[src/rtl/sevenseg_scan_ctrl.sv]
// sevenseg_scan_ctrl: multiplexed seven-segment scanner with a double-buffered
// hex value, leading-zero blanking, per-digit decimal points, 16-level PWM
// brightness and ghost blanking on the first cycle of every digit slot.
module sevenseg_scan_ctrl #(
    parameter int unsigned NUM_DIGITS = 8,
    parameter int unsigned CLK_DIV    = 50000,
    parameter bit          ACTIVE_LOW = 1'b1
) (
    input  logic                    clk,
    input  logic                    rst_n,
    input  logic [4*NUM_DIGITS-1:0] value,
    input  logic                    load,
    input  logic                    blank_lz,
    input  logic [NUM_DIGITS-1:0]   dp_mask,
    input  logic [3:0]              bright,
    output logic [NUM_DIGITS-1:0]   an,
    output logic [6:0]              seg,
    output logic                    dp,
    output logic                    frame_done
);

    localparam int unsigned         IDX_W   = (NUM_DIGITS > 1) ? $clog2(NUM_DIGITS) : 1;
    localparam int unsigned         PSC_W   = $clog2(CLK_DIV);
    localparam logic [PSC_W-1:0]    PSC_MAX = PSC_W'(CLK_DIV - 1);
    localparam logic [IDX_W-1:0]    IDX_MAX = IDX_W'(NUM_DIGITS - 1);
    localparam logic [24:0]         DIV_W   = 25'(CLK_DIV);
    localparam logic [NUM_DIGITS-1:0] AN_OFF = {NUM_DIGITS{ACTIVE_LOW}};
    localparam logic [6:0]          SEG_OFF = {7{ACTIVE_LOW}};
    localparam logic                DP_OFF  = ACTIVE_LOW;

    // Active-high glyphs, bit order {a,b,c,d,e,f,g}
    function automatic logic [6:0] hex_glyph(input logic [3:0] nib);
        case (nib)
            4'h0:    hex_glyph = 7'h7E;
            4'h1:    hex_glyph = 7'h30;
            4'h2:    hex_glyph = 7'h6D;
            4'h3:    hex_glyph = 7'h79;
            4'h4:    hex_glyph = 7'h33;
            4'h5:    hex_glyph = 7'h5B;
            4'h6:    hex_glyph = 7'h5F;
            4'h7:    hex_glyph = 7'h70;
            4'h8:    hex_glyph = 7'h7F;
            4'h9:    hex_glyph = 7'h7B;
            4'hA:    hex_glyph = 7'h77;
            4'hB:    hex_glyph = 7'h1F;
            4'hC:    hex_glyph = 7'h4E;
            4'hD:    hex_glyph = 7'h3D;
            4'hE:    hex_glyph = 7'h4F;
            default: hex_glyph = 7'h47;
        endcase
    endfunction

    logic [4*NUM_DIGITS-1:0] shadow, disp, disp_n;
    logic [PSC_W-1:0]        psc, psc_n;
    logic [IDX_W-1:0]        idx, idx_n;
    logic [24:0]             on_cnt, on_cnt_n, on_calc;
    logic                    psc_wrap, frame_wrap;
    logic                    lz_acc;
    logic [NUM_DIGITS-1:0]   zero_from, blankable, onehot;
    logic [3:0]              sel_nib;
    logic                    sel_blank, sel_dp, an_en;

    // Next-state of the scan counters; outputs are decoded from these next
    // values so the registered pins line up with the registered counters.
    always_comb begin
        psc_wrap   = (psc == PSC_MAX);
        psc_n      = psc_wrap ? '0 : psc + PSC_W'(1);
        frame_wrap = psc_wrap && (idx == IDX_MAX);
        if (frame_wrap)
            idx_n = '0;
        else if (psc_wrap)
            idx_n = idx + IDX_W'(1);
        else
            idx_n = idx;
        disp_n   = frame_wrap ? shadow : disp;
        on_calc  = ((25'(bright) + 25'd1) * DIV_W) >> 4;
        on_cnt_n = (psc == '0) ? on_calc : on_cnt;

        // zero_from[i]: nibbles i..top of the displayed value are all zero
        lz_acc    = 1'b1;
        zero_from = '0;
        for (int unsigned k = 0; k < NUM_DIGITS; k++) begin
            lz_acc = lz_acc && (disp_n[4*(NUM_DIGITS-1-k) +: 4] == 4'h0);
            zero_from[NUM_DIGITS-1-k] = lz_acc;
        end
        blankable = zero_from & ~NUM_DIGITS'(1);

        sel_nib   = '0;
        sel_blank = 1'b0;
        sel_dp    = 1'b0;
        onehot    = '0;
        for (int unsigned k = 0; k < NUM_DIGITS; k++) begin
            if (idx_n == IDX_W'(k)) begin
                sel_nib   = disp_n[4*k +: 4];
                sel_blank = blank_lz && blankable[k];
                sel_dp    = dp_mask[k];
                onehot[k] = 1'b1;
            end
        end

        an_en = (psc_n != '0) && (25'(psc_n) < on_cnt_n);
    end

    // Scan counters, value buffers and brightness threshold
    always_ff @(posedge clk or negedge rst_n) begin
        if (!rst_n) begin
            psc        <= '0;
            idx        <= '0;
            shadow     <= '0;
            disp       <= '0;
            on_cnt     <= '0;
            frame_done <= 1'b0;
        end else begin
            psc        <= psc_n;
            idx        <= idx_n;
            disp       <= disp_n;
            on_cnt     <= on_cnt_n;
            frame_done <= frame_wrap;
            if (load)
                shadow <= value;
        end
    end

    // Registered display pins with polarity applied
    always_ff @(posedge clk or negedge rst_n) begin
        if (!rst_n) begin
            an  <= AN_OFF;
            seg <= SEG_OFF;
            dp  <= DP_OFF;
        end else begin
            an  <= (an_en ? onehot : '0) ^ AN_OFF;
            seg <= (sel_blank ? 7'h00 : hex_glyph(sel_nib)) ^ SEG_OFF;
            dp  <= (sel_dp && !sel_blank) ^ DP_OFF;
        end
    end

endmodule

[config.mk]
export PLATFORM = sky130hd
export DESIGN_NAME = sevenseg_scan_ctrl
export DESIGN_NICKNAME = d
export VERILOG_FILES = /design/src/rtl/sevenseg_scan_ctrl.sv
export SDC_FILE = /design/constraint.sdc
export NUM_CORES = 1
export LEC_CHECK = 0
export CAP_MARGIN = 20
export CELL_PAD_IN_SITES_DETAIL_PLACEMENT = 0
export CELL_PAD_IN_SITES_GLOBAL_PLACEMENT = 1
export CORE_UTILIZATION = 41
export CTS_CLUSTER_DIAMETER = 80
export DETAILED_ROUTE_END_ITERATION = 16
export PLACE_DENSITY_LB_ADDON = 0.1
export SYNTH_ARGS = -nofsm -noshare
export SYNTH_HDL_FRONTEND = slang
export SYNTH_SLANG_ARGS = --single-unit
[constraint.sdc]
create_clock -name clk -period 3.7 [get_ports clk]
set_clock_uncertainty 0.05 [all_clocks]
set_input_delay 0.555 -clock clk [delete_from_list [all_inputs] [get_ports clk]]
set_output_delay 0.555 -clock clk [all_outputs]
set_load 0.03 [all_outputs]
==> impl_metrics.yaml, run 1 <==
run_status:
  status: "finished, violations left"
  violations: "setup timing"
sta:
  final.min_clock_period_ns: 4.79
  setup_viol: 8
  finalHoldViolations: 0
  fmax_mhz: 209
  min_period_over_period: 1.30
  maxSlewHeadroom: 0.500
  tns_ns: -8.67
  worst_pin_slew_ns: 0.751
  fin_ws_ns: -1.09
  slew_violations: 0
  rsz0062_at_grt: "true"
place:
  pre_cts_slack_ns: -2.07
  portBuffers: 64
  gp_congestion: 0.844
  hpwl_mm: 13.8
logic_synthesis:
  yosysTopAreaCellShare: 0.385
  syn_area_per_cell_sq_um: 10.2
  synth_area_sq_mm: 0.00708
  ys_top_cells_by_area: "dfrtp_1 39%, ha_1 10%, nand2_1 6.6%"
  synth_cell_types: 71
  synth_fp_nets: 800
  synth_flop_cell: "dfrtp_1"
  ys_seq_area_frac: 0.445
  async_reset_ff_frac: 1.00
  synth_edf_count: 0
  synth.largest_area_cell: "dfrtp_1"
  syn-instance-count: 694
  ys_warn_count: 0
  synth_seq_cells: 125
worst_setup_path:
  startpoint_type: "primary input"
  crit_required_ns: 4.00
  crit_path_end_kind: "flip-flop"
  cp-startpoint: "bright[0]"
  critical_path_class: "in2reg"
  crit_slowest_cell: "or4_4"
  ff2ff_setup_slack_ns: 0.05
  critical_path_arrival_ns: 5.09
  cpMostUsedCell: "ha_4"
  cp_max_fo: 8
  max_stage_delay_ns: 0.55
  rr_startpoint: "psc[0]$_DFF_PN0_"
cells_and_area:
  num_antenna_cells: 0
  area_delta_synth_final_pct: 36.1
  final_cell_mix: "118 x nand2_1, 109 x dfrtp_1, 105 x buf_4"
  layout_commonest_cell: "nand2_1"
  layout.nets: 971
  drive_above_1_share: 0.293
die:
  core-area_sq_mm: 0.0167
  ioPinCount: 65
  fp-row-count: 47
  die-area_sq_mm: 0.0178
  die_height_microns: 133
  die_width_microns: 133
  start_util: 0.424
route:
  drtPass1Iterations: 5
  drtAntennaViolNets: 0
  detail_route.iter0.violations: 202
  vias: 5656
  vias_per_cell: 5.16
  finalWirelength_mm: 18.3
  drc: 0
  wl_per_cell_microns: 16.7
power_and_ir_drop:
  p_per_area_mw_per_mm2: 394
  switching_share: 0.258
  p_sw_mw: 0.979
  seqPwrFrac: 0.398
  irDropWorstVdd_uv: 372
  finalPower_mw: 3.79
  p_int_mw: 2.81
  combPwrFrac: 0.184
  power.share.clock: 0.418
  leakagePower_nw: 4.70
cts:
  cts_tree: "done"
  cts_buffers: 17
  cts.clk_slew.worst_paths_ns: 0.06
  cts_buffer_depth: 2
  worstSkewPairLatency_ns: 0.42
  cts.sinks: 125
  ctsHoldBuffers: 0
  htreeDepth: 4
  cts-root-buf: "clkbuf_16"
global_route:
  grt_pass1_wl_mm: 29.8
  grt_pass1_vias: 5822
  grt_use_total: 0.217
  grt_max_degree: 71
  grt.overflow.total: 0
  antenna_found_initial: 0
flow_run:
  cap_violations: 0
worst_hold_path:
  hp-class: "in2async"
state kept, by name (all words and copies together), names as in the netlist:
name	count
frame_done	1
seg	7
shadow	32
dp	1
disp	32
idx	3
on_cnt	25
an	8
psc	16
cell usage after synthesis (3+ instances only):
master and count:
and2_1 9, xnor2_1 15, a22oi_1 5, nand2b_1 5, and3_1 5, mux2_2 39
o41ai_1 3, buf_6 3, dfrtp_1 109, buf_2 6, a211oi_1 3, buf_1 3
a21oi_1 21, or4_1 4, dfstp_2 16, o21ai_1 3, clkbuf_1 11, o211ai_1 5
nand3_1 21, mux2i_1 21, o21a_1 4, nand4_1 9, nor3_1 14, xor2_1 15
nor2_1 25, a222oi_1 3, ha_1 57, nand2_1 124, a211o_1 3, o21ai_0 18
a21o_1 7, o211a_1 3, nor2b_1 3, nor4_1 14, inv_1 43
critical path: cells and delay by family:
family | cells | cell delay (ns)
AO/OA/AOI/OAI | 9 | 1.31
adder cells (fa/ha/maj) | 6 | 1.15
AND/OR/NAND/NOR | 5 | 0.91
XOR/XNOR | 3 | 0.52
buffers and inverters | 3 | 0.34
multiplexers | 1 | 0.28
cell type report:
class | count | area (sq um)
repair buffers | 175 | 1530
well taps | 220 | 275
clock buffers | 20 | 437
multi-input cells | 501 | 3960
clock inverters | 10 | 119
flip-flops and latches | 125 | 3150
inverters | 45 | 169
fillers | 1457 | 7070
logic make-up after synthesis:
family / count (synthesis) / share of synthesized area
AO/OA/AOI/OAI: 100 / 0.108
XOR/XNOR: 30 / 0.0371
adder cells (fa/ha/maj): 58 / 0.104
buffers and inverters: 68 / 0.0403
flip-flops: 125 / 0.445
multiplexers: 60 / 0.0917
AND/OR/NAND/NOR: 253 / 0.175
stage by stage:
stage	instances	cell area, sq um	util	hold slack, ns
after floorplan	694	7170	-	0.209
after global placement	1050	8720	0.522	0.399
after detailed placement	1050	8720	0.522	0.408
after CTS	1085	9460	0.566	0.159
after global routing	1096	9640	0.577	0.199
final	1096	9640	0.577	0.146
metal layers:
metal  share of wire  vias to the layer above  GRT usage
met2            0.50                      112      0.370
met5               0                        -          0
li1                -                     2791          -
met4           0.022                        0     0.0795
met3           0.031                       29     0.0476
met1            0.45                     2724      0.270
power groups by stage:
stage	clock (mW)	sequential, mW	combinational [mW]
after floorplan	0	1.51	0.359
after global placement	0	1.52	0.607
after detailed placement	0	1.53	0.624
after CTS	1.62	1.51	0.668
after global routing	1.68	1.52	0.776
final	1.59	1.51	0.698
timing repair:
item	4_1_cts	5_1_grt
pin swaps	23	19
setup buffers	5	11
endpoints found under the setup margin	15	17
gates resized for setup	43	19
final timing paths:
kind,end,depth (start not counted)
hold / removal,shadow[11]$_DFFE_PN0P_,1
max in group asynchronous,an[5]$_DFF_PN1_,2
min in group clk,disp[2]$_DFF_PN0_,2
setup reg to reg,an[3]$_DFF_PN1_,18
hold reg to reg,disp[2]$_DFF_PN0_,2
setup / recovery,an[3]$_DFF_PN1_,27
(Power assumes the default switching activity.)
==> inputs of run 2 (changes only) <==
Settings changed: MAX_ROUTING_LAYER from default to met4.
==> impl_metrics.yaml, run 2 (same netlist as run 1, synthesis figures left out) <==
cts:
  cts_buffer_depth: 2
  ctsHoldBuffers: 0
  cts.clk_slew.worst_paths_ns: 0.06
  cts.sinks: 125
  worstSkewPairLatency_ns: 0.42
  htreeDepth: 4
  cts_buffers: 17
  cts_tree: "done"
  cts-root-buf: "clkbuf_16"
global_route:
  antenna_found_initial: 0
  grt_use_total: 0.229
  grt.overflow.total: 0
  grt_max_degree: 71
  grt_pass1_wl_mm: 30.6
  grt_pass1_vias: 6003
cells_and_area:
  area_delta_synth_final_pct: 37.2
  drive_above_1_share: 0.309
  layout_commonest_cell: "nand2_1"
  reg_top3: "disp (32), shadow (32), on_cnt (25)"
  post-route-util: 0.581
  final_cell_mix: "117 x nand2_1, 109 x dfrtp_1, 104 x buf_4"
  num_antenna_cells: 0
  fillers: 1454
  fin_area_sq_mm: 0.00971
  layout.nets: 970
  stdcell_count: 1097
sta:
  final.min_clock_period_ns: 4.58
  fmax_mhz: 218
  slew_violations: 0
  min_period_over_period: 1.24
  worst_pin_slew_ns: 0.730
  fin_ws_ns: -0.883
  rsz0062_at_grt: "true"
  finalHoldViolations: 0
  maxSlewHeadroom: 0.514
  whs_ns: 0.138
  setup_viol: 8
  tns_ns: -7.03
die:
  core-area_sq_mm: 0.0167
  ioPinCount: 65
  fp-row-count: 47
  die_height_microns: 133
  die-area_sq_mm: 0.0178
  start_util: 0.424
  die_width_microns: 133
flow_run:
  cap_violations: 0
power_and_ir_drop:
  leakagePower_nw: 4.71
  irDropWorstVdd_uv: 326
  p_per_area_mw_per_mm2: 396
  finalPower_mw: 3.84
place:
  postPlaceCellArea_sq_mm: 0.00870
  portBuffers: 64
  gp_congestion: 0.892
  pre_cts_slack_ns: -2.02
  placed_cells: 1048
  hpwl_mm: 13.7
worst_hold_path:
  hp-class: "in2async"
run_status:
  violations: "setup timing"
  status: "finished, violations left"
route:
  drc: 0
  drtPass1Iterations: 4
  finalWirelength_mm: 18.2
  vias_per_cell: 5.16
  detail_route.iter0.violations: 257
  vias: 5661
  wl_per_cell_microns: 16.6
  drtAntennaViolNets: 0
worst_setup_path:
  cp_max_fo: 8
  startpoint_type: "primary input"
  rr_worst_depth: 16
  critical_path_arrival_ns: 4.88
  crit_path_end_kind: "flip-flop"
  crit_required_ns: 3.99
  critical_path_class: "in2reg"
[run 2: changes by cell type in the layout (fill, tap and decap cells not counted), sizes merged]
cell	change
buf	-1
bufinv	-1
clkbuf	+3
clkinv	+2
clkdlybuf4s15	-1
clkinvlp	-1
[run 2: path summary, 6_finish.rpt]
kind                              startpoint                    end  slack [ns]
max                                bright[0]        an[6]$_DFF_PN1_       -0.88
min                                    rst_n  shadow[9]$_DFFE_PN0P_        0.14
max reg2reg                psc[13]$_DFF_PN0_        an[6]$_DFF_PN1_        0.10
min reg2reg                disp[3]$_DFF_PN0_      disp[3]$_DFF_PN0_        0.43
max in group asynchronous              rst_n        an[7]$_DFF_PN1_        2.60
min in group clk           disp[3]$_DFF_PN0_      disp[3]$_DFF_PN0_        0.43
[run 2: repair_timing]
item,in CTS,in global routing
setup buffers,12,6
resized for setup,48,31
pin swaps,29,24
endpoints found under the setup margin,17,18
hold endpoints to repair,0,0
[run 2: cell type report]
class / instances / area (sq um) / share of cell area
timing repair buffer: 174 / 1510 / 0.155
multi-input combinational: 501 / 4040 / 0.416
clock buffer: 22 / 484 / 0.0499
inverter: 45 / 169 / 0.0174
tap: 220 / 275 / 0.0284
clock inverter: 10 / 87.6 / 0.00902
sequential: 125 / 3150 / 0.324
[run 2: per-layer routing]
layer | wire [microns] | track usage
met1 | 8140 | 0.279
met2 | 9150 | 0.383
met3 | 663 | 0.0476
met4 | 251 | 0.0663
met5 | 0 | -
[run 2: worst max-delay path: stages]
cell and delay (ns):
buf_8 0.10, ha_4 0.17, xor2_4 0.16, buf_6 0.12, ha_4 0.26, xor2_4 0.19, ha_4 0.25, ha_4 0.23
or4_4 0.52, o21ai_4 0.08, a311oi_2 0.06, a211o_1 0.28, xor2_1 0.15, mux2_4 0.28, inv_2 0.07, ha_4 0.19
nand4_1 0.08, nor2_1 0.06, a211oi_1 0.20, o211ai_1 0.12, o211a_1 0.13, nor3_2 0.09, o21ai_1 0.09, a32oi_2 0.18
buf_6 0.18, nand2_1 0.06
[run 2: power by group]
part | internal [mW] | total [mW] | switching, mW
logic | 0.401 | 0.736 | 0.335
registers | 1.46 | 1.51 | 0.0479
clock network | 0.991 | 1.60 | 0.610
==> patch, RTL diff (flow settings as in run 2) <==
Put one more register stage on the output `an`. The value now appears one clock later. The other outputs are not delayed to match.
--- a/src/rtl/sevenseg_scan_ctrl.sv
+++ b/src/rtl/sevenseg_scan_ctrl.sv
@@ -27,6 +27,8 @@
     localparam logic [NUM_DIGITS-1:0] AN_OFF = {NUM_DIGITS{ACTIVE_LOW}};
     localparam logic [6:0]          SEG_OFF = {7{ACTIVE_LOW}};
     localparam logic                DP_OFF  = ACTIVE_LOW;
+
+    logic [NUM_DIGITS-1:0] an_s0;
 
     // Active-high glyphs, bit order {a,b,c,d,e,f,g}
     function automatic logic [6:0] hex_glyph(input logic [3:0] nib);
@@ -124,15 +126,19 @@
     // Registered display pins with polarity applied
     always_ff @(posedge clk or negedge rst_n) begin
         if (!rst_n) begin
-            an  <= AN_OFF;
+            an_s0 <= AN_OFF;
             seg <= SEG_OFF;
             dp  <= DP_OFF;
         end else begin
-            an  <= (an_en ? onehot : '0) ^ AN_OFF;
+            an_s0 <= (an_en ? onehot : '0) ^ AN_OFF;
             seg <= (sel_blank ? 7'h00 : hex_glyph(sel_nib)) ^ SEG_OFF;
             dp  <= (sel_dp && !sel_blank) ^ DP_OFF;
         end
     end
 
+    always_ff @(posedge clk) begin
+        an <= an_s0;
+    end
+
 endmodule
 
Check against the original RTL: not equivalent (a bounded check fails within 4 cycles, from zero or initial values and one cycle with rst_n low).
==> patch against run 2 <==
  * The flow still finishes with violations (negative setup slack)
  * Routed wire length fell by 3.0%
  * Final area is 1.3% higher
  * Register-to-register slack better by 0.02 ns
  * Combinational power up 1%
  * Setup slack better by 0.16 ns
  * Cell count down 3.7%
  * Synthesized area up 3.9%
  * Total power up 9.6%
  * Sequential cell count up 8
  * Highest routed layer unchanged
==> patch: results (changes against run 2) <==
wl_per_cell_um: 16.73  # +0.81%
violations: "negative setup slack"
reg2reg_depth: 15  # -1
nets: 924  # -4.7%
layout-drive-gt1-share: 0.3081  # -0.0009454
gp_congestion: 0.8782  # -1.6%
cp.arrival_ns: 4.72  # -0.16 ns
setup_viol: 8  # unchanged
pg_seq_mw: 1.59  # +5%
reg2reg_from: "psc[0]"
fin_ws_ns: -0.7254  # +0.1580 ns
wl_um: 17670  # -3.0%
dp_slack_ns: -1.851  # +0.1670 ns
ys_async_sr_fraction: 0.9398  # -0.06015
place_area_sq_mm: 0.008880  # +2.0%
drt_iter0_markers: 242  # -5.8%
ir_drop_mv: 0.3544  # +8.6%
grt_use_met3: 0.04773  # +0.0001609
grt_util_all_layers: 0.2178  # -0.01125
crit_slowest_cell: "a2111oi_4"
synth_top_cells_by_area: "dfrtp_1 37%, ha_1 9.7%, mux2_2 8.7%, dfstp_2 5.7%, mux2i_1 4.6%"
reg2reg_to: "an_s0[6]"
reg.largest.list: "disp x32, shadow x32, on_cnt x25"
ys_types: 70  # -1.4%
clk-power_mw: 1.89  # +18%
place_hpwl_um: 13330  # -2.5%
wl_met3_um: 668  # +0.75%
wl_met1_um: 7991  # -1.8%
ys_seq_area_frac: 0.4497  # +0.005056
relSlewSlack: 0.4995  # -0.01400
synth_commonest_cells: "109 x dfrtp_1, 57 x ha_1, 57 x mux2_2"
outcome: "finished with violations"
intPower_mw: 3.179  # +11%
start_util: 0.4223  # -0.001542
reg2reg_slack_ns: 0.12  # +0.02 ns
hold-worst-slack_ns: 0.1225  # -0.01556 ns
dp_cells: 1016  # -3.1%
synth_nets: 776  # -3.0%
met2_usage: 0.3577  # -0.02481
fin_tns_setup_ns: -5.749  # +1.277 ns
first_global_vias: 5730  # -4.5%
p_leak_nw: 4.798  # +1.9%
groute.layer.met1.usage: 0.2699  # -0.009335
patch: changes by cell type in the layout (fill, tap and decap cells not counted), sizes merged, moves of 5 or more:
cell,before,now
dfxtp,0,8
mux2i,21,35
mux2,39,59
a22oi,6,0
inv,45,55
nand2,126,41
nor2,25,35
buf,114,90
clkinv,7,2
patch: area by class of cell:
type / instances / area, sq um
clock buffer: 19 / 442.9
multi-input combinational: 466 / 4076
inverter: 51 / 191.4
fill: 1489 / 7580
tap: 225 / 281.5
clock inverter: 13 / 220.2
sequential: 133 / 3308
timing repair buffer: 149 / 1316
patch: cells by family after synthesis:
group	share of synthesized area
compound gates	0.09509
buf+inv	0.04389
xor+xnor	0.03215
flops	0.4497
simple gates	0.1388
mux	0.1407
fa+ha+maj	0.09968
patch: what timing repair did:
action	CTS	global route
setup buffers	5	3
gates resized for setup	50	11
setup endpoints to repair	14	15
hold buffers	0	0
pin swaps	33	10
